[config.mk]
export PLATFORM = sky130hd
export DESIGN_NAME = exception_ctrl
export DESIGN_NICKNAME = d
export VERILOG_FILES = /design/src/rtl/exception_ctrl.sv
export SDC_FILE = /design/constraint.sdc
export NUM_CORES = 1
export LEC_CHECK = 0
export ABC_CLOCK_PERIOD_IN_PS = 10000
export CAP_MARGIN = 20
export CORE_MARGIN = 2
export CORE_UTILIZATION = 45
export CTS_BUF_LIST = sky130_fd_sc_hd__clkbuf_16
export DETAILED_ROUTE_END_ITERATION = 8
export PLACE_DENSITY = 0.73
export REMOVE_ABC_BUFFERS = 1
export SLEW_MARGIN = 40
export SYNTH_ARGS = -nofsm -noshare
export SYNTH_HDL_FRONTEND = slang
export SYNTH_SLANG_ARGS = --single-unit
[constraint.sdc]
create_clock -name clk -period 10 [get_ports clk]
set_clock_uncertainty 0.1 [all_clocks]
set_input_delay 1 -clock clk [delete_from_list [all_inputs] [get_ports clk]]
set_output_delay 1 -clock clk [all_outputs]
set_load 0.005 [all_outputs]
[src/rtl/exception_ctrl.sv]
// Exception controller: latches masked per-channel requests, arbitrates by
// fixed priority (highest index wins), writes EPC and drives the handler vector.
module exception_ctrl #(
   parameter int DATA_W   = 32,
   parameter int NUM_EXC  = 3,
   parameter int CAUSE_W  = 2,
   parameter int VEC_BASE = 253,
   parameter int PC_ADJ   = 4
) (
   input  logic               clk,
   input  logic               reset,
   input  logic [NUM_EXC-1:0] exc_req,
   input  logic [NUM_EXC-1:0] exc_mask,
   input  logic [DATA_W-1:0]  pc_in,
   input  logic               exc_ack,
   output logic               exc_busy,
   output logic               exc_pending,
   output logic [CAUSE_W-1:0] exc_cause,
   output logic [DATA_W-1:0]  vec_addr,
   output logic [DATA_W-1:0]  epc,
   output logic               epc_wr
);

   typedef enum logic {
      IDLE,
      BUSY
   } state_t;

   state_t state_q, state_d;

   logic [NUM_EXC-1:0] req_eff;
   logic [NUM_EXC-1:0] cand;
   logic [NUM_EXC-1:0] sel_oh;
   logic [NUM_EXC-1:0] pend_q, pend_d;
   logic [DATA_W-1:0]  pc_q [NUM_EXC];
   logic [DATA_W-1:0]  pc_d [NUM_EXC];
   logic [CAUSE_W-1:0] sel;
   logic [DATA_W-1:0]  cand_pc;
   logic [CAUSE_W-1:0] cause_q, cause_d;
   logic [DATA_W-1:0]  vec_q, vec_d;
   logic [DATA_W-1:0]  epc_q, epc_d;
   logic               wr_q, wr_d;

   assign req_eff = exc_req & ~exc_mask;
   assign cand    = pend_q | req_eff;

   // Ascending scan so the highest set index is the one left standing.
   always_comb begin
      sel     = '0;
      sel_oh  = '0;
      cand_pc = pc_in;
      for (int i = 0; i < NUM_EXC; i++) begin
         if (cand[i]) begin
            sel       = CAUSE_W'(i);
            sel_oh    = '0;
            sel_oh[i] = 1'b1;
            cand_pc   = pend_q[i] ? pc_q[i] : pc_in;
         end
      end
   end

   always_comb begin
      state_d = state_q;
      pend_d  = pend_q;
      pc_d    = pc_q;
      cause_d = cause_q;
      vec_d   = vec_q;
      epc_d   = epc_q;
      wr_d    = 1'b0;

      // A channel already pending keeps its first PC; only new bits capture.
      for (int i = 0; i < NUM_EXC; i++) begin
         if (req_eff[i] && !pend_q[i]) begin
            pc_d[i] = pc_in;
         end
      end
      pend_d = pend_q | req_eff;

      unique case (state_q)
         IDLE: begin
            if (|cand) begin
               state_d = BUSY;
               cause_d = sel;
               vec_d   = DATA_W'(VEC_BASE) + DATA_W'(sel);
               epc_d   = cand_pc - DATA_W'(PC_ADJ);
               wr_d    = 1'b1;
               pend_d  = pend_d & ~sel_oh;
            end
         end
         BUSY: begin
            if (exc_ack) begin
               state_d = IDLE;
            end
         end
         default: state_d = IDLE;
      endcase
   end

   always_ff @(posedge clk or posedge reset) begin
      if (reset) begin
         state_q <= IDLE;
         pend_q  <= '0;
         cause_q <= '0;
         vec_q   <= '0;
         epc_q   <= '0;
         wr_q    <= 1'b0;
         for (int i = 0; i < NUM_EXC; i++) begin
            pc_q[i] <= '0;
         end
      end else begin
         state_q <= state_d;
         pend_q  <= pend_d;
         cause_q <= cause_d;
         vec_q   <= vec_d;
         epc_q   <= epc_d;
         wr_q    <= wr_d;
         for (int i = 0; i < NUM_EXC; i++) begin
            pc_q[i] <= pc_d[i];
         end
      end
   end

   assign exc_busy    = (state_q == BUSY);
   assign exc_pending = |pend_q;
   assign exc_cause   = cause_q;
   assign vec_addr    = vec_q;
   assign epc         = epc_q;
   assign epc_wr      = wr_q;

endmodule

==> impl_metrics.csv <==
group,metric,value,unit
outcome,status,"finished, final reports clean",
die,io_pins,110,
global_routing,grt_pass1_wl,29.7,mm
layout,syn_to_final_growth,19.8,%
global_routing,antenna_found_initial,0,
timing,min_period,4.62,ns
clock_network,cts_max_path_buffers,2,
logic_synthesis,synthTopCellsByCount,"nand2_1 (150), dfrtp_1 (139), mux2_2 (70)",
pwr,p_leak,3.76,nW
clock_network,cts.sinks,139,
pwr,power.total,2.81,mW
setup_path,end_kind,"register",
timing,tns,0,ns
die,die_w,132,um
die,initial_utilization,46.1,%
setup_path,crit_fanout,33,
clock_network,cts_resized,0,
global_routing,grt_pass1_vias,5689,
layout,fillCellCount,1416,
setup_path,cpMaxStageDelayCell,"dfrtp_1",
drt,vias,5695,
placement,place_ws,5.00,ns
drt,wl_per_cell,17.5,um
drt,ant_nets,0,
pwr,p_per_area,321,nW/um^2
setup_path,start_kind,"register",
global_routing,grt_util_all_layers,21.6,%
setup_path,crit_arrival,4.87,ns
logic_synthesis,synth.top_cell.area_share,47.5,%
logic_synthesis,syn_inst,737,
placement,hpwl,11.5,mm
logic_synthesis,async_flop_share,100,%
worst_hold_path,min_path_type,"register to register",
clock_network,cts_root_buffer,"clkbuf_16",
setup_path,crit_type,"register to register",
timing,hold_viol,0,
drt,vias_per_cell,5.53,
setup_path,worstPathCellList,"buf_4 -> inv_1 -> nand4_1 -> o221ai_1 -> or4_4 -> nor3_4 -> nand4_2 -> or4_1 -> a31oi_1",
timing,drv_slew,0,
clock_network,post_cts_buffers,0,
drt,wirelength,18.0,mm
setup_path,worst-endpoint-required,10.25,ns
clock_network,holdBufCountCts,0,
timing,slew_headroom,48.4,%
layout,utilization,55.3,%
global_routing,overflow,0,
logic_synthesis,synth.distinct_cells,64,
layout,layout-drive-gt1-share,16.1,%
global_routing,grt_max_degree,74,
placement,gp_congestion,0.803,
die,die_area,17300,sq um
logic_synthesis,synth.most_common_cell,"nand2_1",
timing,period_share,46.2,%
logic_synthesis,syn_area,7320,sq um
placement,numPortBuffers,86,
die,coreArea,15900,sq um
logic_synthesis,syn_area_per_cell,9.94,sq um
timing,fin_ws,5.38,ns
logic_synthesis,ys.flop_type,"dfrtp_1",
timing,setup_viol,0,
logic_synthesis,synth_largest_area_cell,"dfrtp_1",
logic_synthesis,synth_area_leaders,"dfrtp_1 (47%), mux2_2 (11%), nand2_1 (7.7%)",
clock_network,cts_buffers,17,
setup_path,crit_path_max_incr_delay,0.72,ns
clock_network,path_clk_slew,0.06,ns
drt,drc,0,
logic_synthesis,synth-edff-count,0,
setup_path,worstPathBufferInverterCount,2,
clock_network,clk_latency,0.43,ns
logic_synthesis,yosysSeqAreaShare,47.5,%
timing,tightest_slew,0.768,ns
timing,max_freq,0.216,GHz
layout,antenna_cells,0,
drt,dr.pass1.iters,5,
timing,rsz0062_at_grt,"no",
logic_synthesis,synth-seq-cells,139,
clock_network,cts_tree,"built",
die,die_y,132,um
logic_synthesis,ys_warn_count,0,
run,cap_viol_max_count,0,
drt,initialDrtViolationCount,469,
layout,fin_nets,843,
clock_network,htree_levels,4,
die,rows,46,
setup_path,critPathTopFamily,"simple AND/OR/NAND/NOR gates",
pwr,irDropWorstVdd,0.000163,V
==> placed cells by master (no fill, tap or decap), types with 4 or more instances in the layout <==
| master | count |
|---|---|
| a2111oi_0 | 5 |
| a211oi_1 | 8 |
| a21oi_1 | 13 |
| a22oi_1 | 12 |
| and2_1 | 4 |
| buf_4 | 11 |
| clkbuf_16 | 17 |
| clkdlybuf4s50_1 | 86 |
| clkinv_2 | 7 |
| conb_1 | 23 |
| dfrtp_1 | 138 |
| inv_1 | 12 |
| mux2_2 | 70 |
| mux2i_1 | 24 |
| nand2_1 | 149 |
| nand3_1 | 14 |
| nand4_1 | 7 |
| nor2_1 | 34 |
| nor2b_1 | 4 |
| nor3_1 | 14 |
| o211ai_1 | 6 |
| o21a_1 | 4 |
| o21ai_0 | 42 |
| o221ai_1 | 9 |
| o2bb2ai_1 | 4 |
| o31ai_1 | 8 |
| or4_1 | 5 |
| xnor2_1 | 9 |
| xor2_1 | 8 |
==> kinds of logic (layout without fill, tap and decap cells) <==
kind of cell | Yosys count | count (layout) | share of synthesized area [%]
xor gates and xnor gates | 17 | 17 | 2.03
muxes | 96 | 96 | 14.3
DFF | 139 | 139 | 47.5
buffers and inverters | 88 | 143 | 6.80
AOI/OAI and AO/OA | 139 | 139 | 13.2
and+or+nand+nor | 256 | 256 | 15.9
other | 1 | 23 | 0.0512
adders and majority gates | 1 | 1 | 0.171
==> per-stage QoR <==
step	hold WS, ns	instance area, sq um	cells
detailed placement	0.361	8210	998
floorplan	0.340	6960	684
global route	0.392	8780	1030
global placement	0.355	8210	998
finish	0.371	8780	1030
CTS	0.377	8770	1030
==> final cells by class <==
type                            count  area [sq um]  area share, %
Sequential cell                   139          3480           39.6
Multi-Input combinational cell    532          3460           39.4
Timing Repair Buffer               98           955           10.9
Clock buffer                       17           425           4.85
Tap cell                          216           270           3.08
Clock inverter                     15           134           1.53
Inverter                           13          53.8          0.613
==> final timing paths <==
kind                            cells past startpoint       from  slack (ns)  endpoint
worst max-delay path                                9  pend_q[1]        5.38   epc[31]
worst min-delay path                                2   pc_q[46]        0.37  pc_q[46]
worst max register to register                      9  pend_q[1]        5.38   epc[31]
worst min register to register                      2   pc_q[46]        0.37  pc_q[46]
max in group asynchronous                           3      reset        7.78    epc[5]
min in group asynchronous                           2      reset        0.97   epc[11]
==> flip-flops by register name, indices dropped and copies added, names as in the netlist <==
signal / cells
pc_q: 96
vec_addr: 4
exc_busy: 1
epc_wr: 1
epc: 32
pend_q: 3
exc_cause: 2
==> where the power goes <==
group | leakage, nW | internal [mW] | switching, mW
logic | 1.80 | 0.564 | 0.654
registers | 1.68 | 0.831 | 0.160
clock network | 0.277 | 0.361 | 0.243
total | 3.76 | 1.76 | 1.06
==> metal layers <==
metal / track usage (%) / vias to the layer above / part of all wire [%]
met4: 9.18 / 0 / 3.0
met1: 28.0 / 2776 / 44
met3: 5.25 / 39 / 6.1
met2: 34.6 / 178 / 47
li1: - / 2702 / -
met5: 0 / - / 0
==> worst reg2reg max path, stage by stage (launching register included) <==
cell and delay (ns):
dfrtp_1 0.72, buf_4 0.51, inv_1 0.45, nand4_1 0.35, o221ai_1 0.29, or4_4 0.62, nor3_4 0.42, nand4_2 0.33
or4_1 0.60, a31oi_1 0.16
Power figures use the tool's default switching activity.
